File: src/rtl/mesi_coherence_monitor.sv
// rtl/mesi_coherence_monitor.sv - MESI shadow-state monitor snooping acknowledged main-bus transactions
module mesi_coherence_monitor #(
    parameter int NUM_PORTS        = 4,
    parameter int PORT_ID_WIDTH    = 2,
    parameter int ADDR_WIDTH       = 32,
    parameter int MBUS_CMD_WIDTH   = 3,
    parameter int TABLE_DEPTH      = 8,
    parameter int TABLE_DEPTH_LOG2 = 3
) (
    input  logic                                clk,
    input  logic                                rst_n,
    input  logic [NUM_PORTS*MBUS_CMD_WIDTH-1:0] mbus_cmd_i,
    input  logic [NUM_PORTS*ADDR_WIDTH-1:0]     mbus_addr_i,
    input  logic [NUM_PORTS-1:0]                mbus_ack_i,
    input  logic                                clear_i,
    output logic                                err_o,
    output logic [5:0]                          err_vec_o,
    output logic [PORT_ID_WIDTH-1:0]            err_port_o,
    output logic [ADDR_WIDTH-1:0]               err_addr_o,
    output logic [TABLE_DEPTH_LOG2:0]           entries_used_o,
    output logic [15:0]                         txn_count_o
);

    localparam int W     = MBUS_CMD_WIDTH;
    localparam int SW    = 2 * NUM_PORTS;
    localparam int CNT_W = TABLE_DEPTH_LOG2 + 1;

    localparam logic [W-1:0] CMD_NOP = W'(0);
    localparam logic [W-1:0] CMD_WR  = W'(1);
    localparam logic [W-1:0] CMD_RD  = W'(2);
    localparam logic [W-1:0] CMD_WRB = W'(3);
    localparam logic [W-1:0] CMD_RDB = W'(4);

    localparam logic [1:0] ST_I = 2'd0;
    localparam logic [1:0] ST_S = 2'd1;
    localparam logic [1:0] ST_E = 2'd2;
    localparam logic [1:0] ST_M = 2'd3;

    localparam int ERR_WR    = 0;
    localparam int ERR_RD    = 1;
    localparam int ERR_REDUN = 2;
    localparam int ERR_OVF   = 3;
    localparam int ERR_SIMUL = 4;
    localparam int ERR_CMD   = 5;

    // S1 capture registers
    logic                     s1_valid_q, s1_valid_d;
    logic [PORT_ID_WIDTH-1:0] s1_port_q, s1_port_d;
    logic [W-1:0]             s1_cmd_q, s1_cmd_d;
    logic [ADDR_WIDTH-1:0]    s1_addr_q, s1_addr_d;
    logic                     s1_multi_q, s1_multi_d;

    // Shadow table
    logic [TABLE_DEPTH-1:0]   valid_q, valid_d;
    logic [ADDR_WIDTH-1:0]    tag_q   [TABLE_DEPTH];
    logic [ADDR_WIDTH-1:0]    tag_d   [TABLE_DEPTH];
    logic [SW-1:0]            state_q [TABLE_DEPTH];
    logic [SW-1:0]            state_d [TABLE_DEPTH];

    logic [5:0]               err_vec_q, err_vec_d;
    logic [PORT_ID_WIDTH-1:0] err_port_q, err_port_d;
    logic [ADDR_WIDTH-1:0]    err_addr_q, err_addr_d;
    logic [15:0]              txn_count_q, txn_count_d;

    logic                        hit, free_found;
    logic [TABLE_DEPTH_LOG2-1:0] hit_idx, free_idx;
    logic [SW-1:0]               cur_state, new_state;
    logic [1:0]                  req_st;
    logic                        others_valid;
    logic                        legal;
    logic [5:0]                  rule_err, txn_err;
    logic [CNT_W-1:0]            entries_used;

    // Lowest-index non-NOP ack wins; any further non-NOP ack flags a simultaneous ack
    always_comb begin
        s1_valid_d = 1'b0;
        s1_port_d  = '0;
        s1_cmd_d   = '0;
        s1_addr_d  = '0;
        s1_multi_d = 1'b0;
        for (int p = 0; p < NUM_PORTS; p++) begin
            if (mbus_ack_i[p] && (mbus_cmd_i[p*W +: W] != CMD_NOP)) begin
                if (s1_valid_d) begin
                    s1_multi_d = 1'b1;
                end else begin
                    s1_valid_d = 1'b1;
                    s1_port_d  = PORT_ID_WIDTH'(p);
                    s1_cmd_d   = mbus_cmd_i[p*W +: W];
                    s1_addr_d  = mbus_addr_i[p*ADDR_WIDTH +: ADDR_WIDTH];
                end
            end
        end
        if (clear_i) begin
            s1_valid_d = 1'b0;
        end
    end

    always_comb begin
        hit        = 1'b0;
        hit_idx    = '0;
        free_found = 1'b0;
        free_idx   = '0;
        for (int e = 0; e < TABLE_DEPTH; e++) begin
            if (valid_q[e] && (tag_q[e] == s1_addr_q) && !hit) begin
                hit     = 1'b1;
                hit_idx = TABLE_DEPTH_LOG2'(e);
            end
            if (!valid_q[e] && !free_found) begin
                free_found = 1'b1;
                free_idx   = TABLE_DEPTH_LOG2'(e);
            end
        end
        cur_state = hit ? state_q[hit_idx] : '0;
    end

    // MESI transition rules for the requester against the looked-up state vector
    always_comb begin
        new_state    = cur_state;
        rule_err     = '0;
        legal        = 1'b1;
        others_valid = 1'b0;
        req_st       = ST_I;
        for (int p = 0; p < NUM_PORTS; p++) begin
            if (PORT_ID_WIDTH'(p) == s1_port_q) begin
                req_st = cur_state[2*p +: 2];
            end
        end
        case (s1_cmd_q)
            CMD_RDB: begin
                if (req_st != ST_I) begin
                    rule_err[ERR_REDUN] = 1'b1;
                end
                for (int p = 0; p < NUM_PORTS; p++) begin
                    if (PORT_ID_WIDTH'(p) != s1_port_q) begin
                        if (cur_state[2*p+1]) begin
                            new_state[2*p +: 2] = ST_S;
                        end
                        if (new_state[2*p +: 2] != ST_I) begin
                            others_valid = 1'b1;
                        end
                    end
                end
                for (int p = 0; p < NUM_PORTS; p++) begin
                    if (PORT_ID_WIDTH'(p) == s1_port_q) begin
                        new_state[2*p +: 2] = others_valid ? ST_S : ST_E;
                    end
                end
            end
            CMD_WRB: begin
                if (req_st == ST_M || req_st == ST_E) begin
                    rule_err[ERR_REDUN] = 1'b1;
                end
                for (int p = 0; p < NUM_PORTS; p++) begin
                    new_state[2*p +: 2] = (PORT_ID_WIDTH'(p) == s1_port_q) ? ST_M : ST_I;
                end
            end
            CMD_WR: begin
                if (req_st == ST_M || req_st == ST_E) begin
                    for (int p = 0; p < NUM_PORTS; p++) begin
                        if (PORT_ID_WIDTH'(p) == s1_port_q) begin
                            new_state[2*p +: 2] = ST_M;
                        end
                    end
                end else begin
                    rule_err[ERR_WR] = 1'b1;
                end
            end
            CMD_RD: begin
                if (req_st == ST_I) begin
                    rule_err[ERR_RD] = 1'b1;
                end
            end
            default: begin
                rule_err[ERR_CMD] = 1'b1;
                legal             = 1'b0;
            end
        endcase
    end

    always_comb begin
        valid_d     = valid_q;
        tag_d       = tag_q;
        state_d     = state_q;
        err_vec_d   = err_vec_q;
        err_port_d  = err_port_q;
        err_addr_d  = err_addr_q;
        txn_count_d = txn_count_q;
        txn_err     = '0;
        if (s1_valid_q) begin
            if (txn_count_q != 16'hFFFF) begin
                txn_count_d = txn_count_q + 16'd1;
            end
            txn_err[ERR_SIMUL] = s1_multi_q;
            if (!hit && !free_found) begin
                txn_err[ERR_OVF] = 1'b1;
            end else begin
                txn_err = txn_err | rule_err;
                if (legal) begin
                    if (hit) begin
                        if (new_state == '0) begin
                            valid_d[hit_idx] = 1'b0;
                        end else begin
                            state_d[hit_idx] = new_state;
                        end
                    end else if (new_state != '0) begin
                        valid_d[free_idx] = 1'b1;
                        tag_d[free_idx]   = s1_addr_q;
                        state_d[free_idx] = new_state;
                    end
                end
            end
            err_vec_d = err_vec_q | txn_err;
            if ((err_vec_q == '0) && (txn_err != '0)) begin
                err_port_d = s1_port_q;
                err_addr_d = s1_addr_q;
            end
        end
        if (clear_i) begin
            valid_d     = '0;
            err_vec_d   = '0;
            err_port_d  = '0;
            err_addr_d  = '0;
            txn_count_d = '0;
            for (int e = 0; e < TABLE_DEPTH; e++) begin
                tag_d[e]   = '0;
                state_d[e] = '0;
            end
        end
    end

    always_ff @(posedge clk) begin
        if (!rst_n) begin
            s1_valid_q  <= 1'b0;
            s1_port_q   <= '0;
            s1_cmd_q    <= '0;
            s1_addr_q   <= '0;
            s1_multi_q  <= 1'b0;
            valid_q     <= '0;
            err_vec_q   <= '0;
            err_port_q  <= '0;
            err_addr_q  <= '0;
            txn_count_q <= '0;
            for (int e = 0; e < TABLE_DEPTH; e++) begin
                tag_q[e]   <= '0;
                state_q[e] <= '0;
            end
        end else begin
            s1_valid_q  <= s1_valid_d;
            s1_port_q   <= s1_port_d;
            s1_cmd_q    <= s1_cmd_d;
            s1_addr_q   <= s1_addr_d;
            s1_multi_q  <= s1_multi_d;
            valid_q     <= valid_d;
            err_vec_q   <= err_vec_d;
            err_port_q  <= err_port_d;
            err_addr_q  <= err_addr_d;
            txn_count_q <= txn_count_d;
            for (int e = 0; e < TABLE_DEPTH; e++) begin
                tag_q[e]   <= tag_d[e];
                state_q[e] <= state_d[e];
            end
        end
    end

    always_comb begin
        entries_used = '0;
        for (int e = 0; e < TABLE_DEPTH; e++) begin
            entries_used = entries_used + CNT_W'(valid_q[e]);
        end
    end

    assign err_o          = |err_vec_q;
    assign err_vec_o      = err_vec_q;
    assign err_port_o     = err_port_q;
    assign err_addr_o     = err_addr_q;
    assign entries_used_o = entries_used;
    assign txn_count_o    = txn_count_q;

endmodule

File: config.mk
export PLATFORM = sky130hd
export DESIGN_NAME = mesi_coherence_monitor
export DESIGN_NICKNAME = d
export VERILOG_FILES = /design/src/rtl/mesi_coherence_monitor.sv
export SDC_FILE = /design/constraint.sdc
export NUM_CORES = 1
export LEC_CHECK = 0
export BUFFER_PORTS_ARGS = -buffer_cell sky130_fd_sc_hd__buf_2
export CORE_AREA = 3 3 206 208
export CTS_CLUSTER_SIZE = 8
export DETAILED_ROUTE_END_ITERATION = 6
export DIE_AREA = 0 0 209 211
export PLACE_DENSITY_LB_ADDON = 0.1
export SLEW_MARGIN = 20
export SYNTH_ARGS = -nofsm -noshare
export SYNTH_HDL_FRONTEND = slang
export SYNTH_SLANG_ARGS = --single-unit
File: constraint.sdc
create_clock -name clk -period 4.8 [get_ports clk]
set_input_delay 0.24 -clock clk [delete_from_list [all_inputs] [get_ports clk]]
set_output_delay 0.24 -clock clk [all_outputs]
set_load 0.02 [all_outputs]
# After elaboration in Yosys (flattened, before gate mapping)
# Cells that the tools add are included.
dict set report totals {
  reg_bits 423
  latch_bits 0
  ram_bits 0
  rom_bits 0
  input_bits 147
  out_inout_bits 61
  word_cells 297
  memories 0
}
dict set report classes {
  addsub 8
  n_mul 0
  n_div 0
  magnitude_cmp 8
  n_eq_ne 23
  shifts 0
  mux 142
  bitwise 10
  reduce_logical 80
}
# cell n
set op_table {}
lappend op_table {{bitwise mux 256 bit} 1}
lappend op_table {{equality test 32 bit} 8}
lappend op_table {{2-to-1 mux 32 bit} 8}
lappend op_table {{2-to-1 mux 64 bit} 3}
lappend op_table {{bitwise mux 64 bit} 2}
lappend op_table {{demux 32 bit (select 3 bit)} 1}
lappend op_table {{2-to-1 mux 8 bit} 9}
lappend op_table {{2-to-1 mux 2 bit} 35}
lappend op_table {{2-to-1 mux 3 bit} 21}
lappend op_table {{2-to-1 mux 1 bit} 55}
lappend op_table {{demux 8 bit (select 3 bit)} 2}
lappend op_table {{logical AND 1 bit} 32}
lappend op_table {{binary-select mux 8 bit (select 3 bit)} 1}
lappend op_table {{one-hot mux 8 bit (3 select lines)} 1}
lappend op_table {{zero test 1 bit} 22}
lappend op_table {{adder 16 x 1 -> 16 bit (second input constant)} 1}
lappend op_table {{adder 4 x 1 -> 4 bit} 4}
lappend op_table {{inequality test 16 bit (second input constant)} 1}
lappend op_table {{AND reduction 5 bit} 3}
lappend op_table {{nonzero test 2 bit} 7}
lappend op_table {{nonzero test 3 bit} 4}
lappend op_table {{AND 8 bit} 1}
lappend op_table {{>= comparator 4 bit (second input constant)} 2}
lappend op_table {{zero test 8 bit} 1}
lappend op_table {{33 further kinds} 46}

# Logic depth before layout (Yosys ltp)
dict set report depth {
  word_depth 48
  ltp_mapped 23
  ltp_nobuf 16
}

# Worst setup path after synthesis
# Ideal clock, no wire load.
dict set report synth_path {
  path_kind {register to register}
  from {register s1_addr_q[13]}
  to {register state_q[11] in the netlist's numbering}
  setup_time_ns 0.121
  t_arrival_ns 5.063
  setup_slack_ns -0.384
  path_stages_with_launch 20
  path_buffers 4
  synth_period_minus_slack_ns 5.184
  cell_sequence {dfxtp_1 buf_2 xnor2_1 or4b_1 nor4_2 nand3_2 and4_1 buf_6 a32oi_2 buf_4 mux2i_1 a221o_1 o21ai_1 o311ai_4 o2111ai_2 a2111oi_4 nand2_2 buf_2 nand3_2 mux2_2}
}
dict set report synth_via {
  elab_chain_cells 48
}
# item line
set synth_rtl {}
lappend synth_rtl {{from (decl)} 50} ;# logic [ADDR_WIDTH-1:0] s1_addr_q, s1_addr_d;
lappend synth_rtl {{from (signal assigned)} 251} ;# s1_addr_q <= s1_addr_d;
lappend synth_rtl {{equality test 32 bit} 104} ;# if (valid_q[e] && (tag_q[e] == s1_addr_q) && !hit) begin
lappend synth_rtl {{logical AND 1 bit} 104}
lappend synth_rtl {{2-to-1 mux 1 bit} 104}
lappend synth_rtl {{zero test 1 bit} 104}
lappend synth_rtl {{logical AND 1 bit} 104}
lappend synth_rtl {{2-to-1 mux 1 bit} 104}
lappend synth_rtl {{zero test 1 bit} 104}
lappend synth_rtl {{logical AND 1 bit} 104}
lappend synth_rtl {{[32 not listed]} --}
lappend synth_rtl {{2-to-1 mux 1 bit} 134} ;# if (PORT_ID_WIDTH'(p) != s1_port_q) begin
lappend synth_rtl {{2-to-1 mux 1 bit} 128} ;# case (s1_cmd_q)
lappend synth_rtl {{2-to-1 mux 2 bit} 145} ;# new_state[2*p +: 2] = others_valid ? ST_S : ST_E;
lappend synth_rtl {{2-to-1 mux 2 bit} 144} ;# if (PORT_ID_WIDTH'(p) == s1_port_q) begin
lappend synth_rtl {{one-hot mux 8 bit (3 select lines)} 128}
lappend synth_rtl {{zero test 8 bit, or another cell as far along} 200} ;# if (new_state == '0) begin
lappend synth_rtl {{inequality test 2 bit (no line), or another cell as far along} --}
lappend synth_rtl {{AND reduction 5 bit (no line) / 2-to-1 mux 64 bit (equally long branches)} --}
lappend synth_rtl {{to (signal, indexed assignment)} 260} ;# state_q[e] <= state_d[e];
lappend synth_rtl {{to (decl)} 57} ;# logic [SW-1:0] state_q [TABLE_DEPTH];
# Several ways; a longest one is shown, not always the timed one. The select of a mux whose other input is x is not followed.
# A chain may end at the register's enable or synchronous reset.

# Worst setup path in the final report
dict set report layout_path {
  from {register s1_addr_q[10]}
  to {register tag_q[255] in the netlist's numbering}
}
dict set report layout_via {
  elab_chain_cells 47
}
# item line
set layout_rtl {}
lappend layout_rtl {{equality test 32 bit} 104}
lappend layout_rtl {{logical AND 1 bit} 104}
lappend layout_rtl {{2-to-1 mux 1 bit} 104}
lappend layout_rtl {{zero test 1 bit} 104}
lappend layout_rtl {{logical AND 1 bit} 104}
lappend layout_rtl {{2-to-1 mux 1 bit} 104}
lappend layout_rtl {{zero test 1 bit} 104}
lappend layout_rtl {{logical AND 1 bit} 104}
lappend layout_rtl {{[31 not listed]} --}
lappend layout_rtl {{2-to-1 mux 1 bit} 138} ;# if (new_state[2*p +: 2] != ST_I) begin
lappend layout_rtl {{2-to-1 mux 1 bit} 134}
lappend layout_rtl {{2-to-1 mux 1 bit} 128}
lappend layout_rtl {{2-to-1 mux 2 bit} 145}
lappend layout_rtl {{2-to-1 mux 2 bit} 144}
lappend layout_rtl {{one-hot mux 8 bit (3 select lines)} 128}
lappend layout_rtl {{nonzero test 8 bit} 205} ;# end else if (new_state != '0) begin
lappend layout_rtl {{AND reduction 5 bit (no line) *} --}
lappend layout_rtl {{to (signal, indexed assignment)} 259} ;# tag_q[e] <= tag_d[e];
lappend layout_rtl {{to (decl)} 55} ;# logic [ADDR_WIDTH-1:0] tag_q [TABLE_DEPTH];
# Mark *: on every way between the ends. The rest lies on a longest branch, timed or not. The select of a mux whose other input is x is not followed.

==> impl_metrics.tcl <==
set metrics [dict create \
    status "finished, violations left" \
    violations "setup timing" \
    first_pass_iters 7 \
    skew_ns 0.0625 \
    num_vias 22127 \
    grt_pass1_wl_mm 130 \
    nFillCells 2731 \
    synth_edf_count 0 \
    finalPower_mw 8.80 \
    ys.flop_type "dfxtp_1" \
    die_area_um2 44100 \
    period_share 1.15 \
    postRouteAntennaNets 0 \
    critPathRequiredTime_ns 5.33 \
    grt_pass1_vias 22188 \
    yosysWarnings 0 \
    cts_max_level 2 \
    setup_ws_ns -0.701 \
    initial_core_util 0.541 \
    cap_violations 0 \
    core_um2 40700 \
    fp.dieH_um 211 \
    worstSetupStartpointType "flop" \
    worst_setup_path_end_kind "flop" \
    grt_overflow 0 \
    clock_latency_ns 0.67 \
    grt_setup_unrepaired "yes" \
    max_stage_delay_ns 0.62 \
    setup-tns-final_ns -194.24 \
    synth_commonest_cells "dfxtp_1 (423), mux2i_1 (352), nand2_1 (335)" \
    cts.sinks 423 \
    final_area_um2 31700 \
    cts_buffers 59 \
    seq_area_um2 8510 \
    powerDensity_nw_per_um2 277 \
    drt-initial-drc-count 2208 \
    p_leak_nw 14.2 \
    rows 74 \
    synthCells 2446 \
    critPathArrivalTime_ns 6.03 \
    synth_largest_area_cell "dfxtp_1" \
    globalplace.congestion 1.02 \
    setup_viol 362 \
    wirelength_mm 89.0 \
    cts_root_buf "clkbuf_16" \
    dpl_worst_slack_ns -1.07 \
    grt_max_degree 189 \
    grt_usage 0.380 \
    multi_input_area_um2 14000 \
    vias_per_cell 6.04 \
    max_slew_margin 0.207 \
    ys_ff_latch 423 \
    crit_type "flop to flop" \
    synth_area_um2 22000 \
    hold_path_class "input port to flop" \
    syn_nets 2603 \
    die_w_um 209 \
    netlist.area_leader.share 0.384 \
    avgSynthCellArea_um2 9.00 \
    cpMaxStageDelayCell "or4_4" \
    synthDistinctLibCells 91 \
    tightestPinTransition_ns 1.19 \
    drv_slew 0 \
    post-dp-hpwl_mm 59.6 \
    drc_errors 0 \
    ys_top_cells_by_area "dfxtp_1 (38%), mux2i_1 (16%), xor2_1 (7.2%)" \
    vdd.ir_drop.worst_v 0.000291 \
    period_minus_slack_ns 5.50 \
    fmax_mhz 182 \
    wl_per_cell_um 24.3 \
    crit_top_cell "buf_6" \
    cp_max_fo 8 \
    area_delta_synth_final_pct 44.1 \
    cts_buffer_depth 3 \
    io_pins 208 \
    async_reset_ff_frac 0 \
    hold_viol 0 \
    io_buffer_count 207 \
    cts_tree "built" \
    clk_pin_slew_worst_paths_ns 0.05 \
    synthMostInstantiatedCell "dfxtp_1" \
    drive_above_1_share 0.327 \
    place_area_um2 26700 \
    antenna_found_initial 1 \
    seq_area_frac_synth 0.384 \
    finish.net_count 3285 \
]
-- stage by stage --
stage | instances | hold WS, ns | util
2_1_floorplan | 2446 | 0.387 | -
3_3_place_gp | 3436 | 0.446 | 0.655
5_1_grt | 3666 | 0.00782 | 0.779
6_report | 3666 | 0.00631 | 0.779
3_5_place_dp | 3436 | 0.458 | 0.655
4_1_cts | 3642 | 0.00148 | 0.761
-- registers in the layout (all words and copies together) (netlist names), 2 cells and up --
| signal | cells |
|---|---|
| tag_q | 256 |
| state_q | 64 |
| err_addr_o | 32 |
| s1_addr_q | 32 |
| txn_count_o | 16 |
| valid_q | 8 |
| err_vec_o | 6 |
| s1_cmd_q | 3 |
| err_port_o | 2 |
| s1_port_q | 2 |
-- critical path, delay by kind of cell, from the launching register on --
family,cells,cell delay [ns]
AND/OR/NAND/NOR,6,1.71
multiplexers,1,0.25
buffers and inverters,10,1.56
XOR/XNOR,1,0.20
flip-flops,1,0.32
AO/OA/AOI/OAI,7,1.32
-- cell type report --
class | count | area share
clock buffer | 62 | 0.0469
clock inverter | 4 | 0.00312
tap | 532 | 0.0210
antenna | 1 | 0.0000789
multi-input combinational | 1832 | 0.442
sequential | 423 | 0.268
inverter | 30 | 0.00355
timing repair buffer | 782 | 0.215
-- path summary, 6_finish.rpt --
path / startpoint / endpoint / slack (ns) / depth (start not counted)
worst max register to register: s1_addr_q[10]$_SDFF_PN0_ / tag_q[255]$_SDFFE_PP0P_ / -0.70 / 25
worst min-delay path: mbus_addr_i[64] / s1_addr_q[0]$_SDFF_PN0_ / 0.006 / 4
worst max-delay path: s1_addr_q[10]$_SDFF_PN0_ / tag_q[255]$_SDFFE_PP0P_ / -0.70 / 25
worst min register to register: state_q[29]$_SDFFE_PP0P_ / state_q[29]$_SDFFE_PP0P_ / 0.46 / 2
-- per-layer routing --
layer,GRT usage,share of wire,vias up
met3,0.0799,0.089,312
met2,0.619,0.45,1192
met4,0.175,0.056,0
li1,-,-,9926
met5,0,0,-
met1,0.486,0.40,10697
-- power breakdown --
group,switching [mW],internal [mW]
combinational,0.785,0.665
sequential,0.0492,3.55
clock,1.58,2.17
-- cells by family (layout without fill, tap and decap cells) --
| group | Yosys count | count (layout) | share of synthesized area |
|---|---|---|---|
| adder cells (fa/ha/maj) | 10 | 10 | 0.00704 |
| AO/OA/AOI/OAI | 296 | 296 | 0.0991 |
| multiplexers | 363 | 363 | 0.166 |
| other | 0 | 1 | 0 |
| flip-flops | 423 | 423 | 0.384 |
| buffers and inverters | 191 | 878 | 0.0419 |
| XOR/XNOR | 270 | 270 | 0.107 |
| AND/OR/NAND/NOR | 893 | 893 | 0.194 |
-- layout by cell type, fill, tap and decap left out, types with 66 or more instances in the layout --
master     count
nor2_1       206
xnor2_1       78
buf_2        208
buf_4        372
a22oi_1       66
clkbuf_16     69
xor2_1       173
nand2_1      328
dfxtp_1      407
mux2i_1      330
-- repair_timing --
action | 4_1_cts | 5_1_grt
buffers inserted | 59 | 30
endpoints found under the setup margin | 364 | 363
gates resized for setup | 217 | 135
cloned | 24 | 8
pin swaps | 62 | 55
hold buffers | 62 | 0
hold endpoints to repair | 29 | 0
Note: power is estimated with default switching activity, not from simulation.
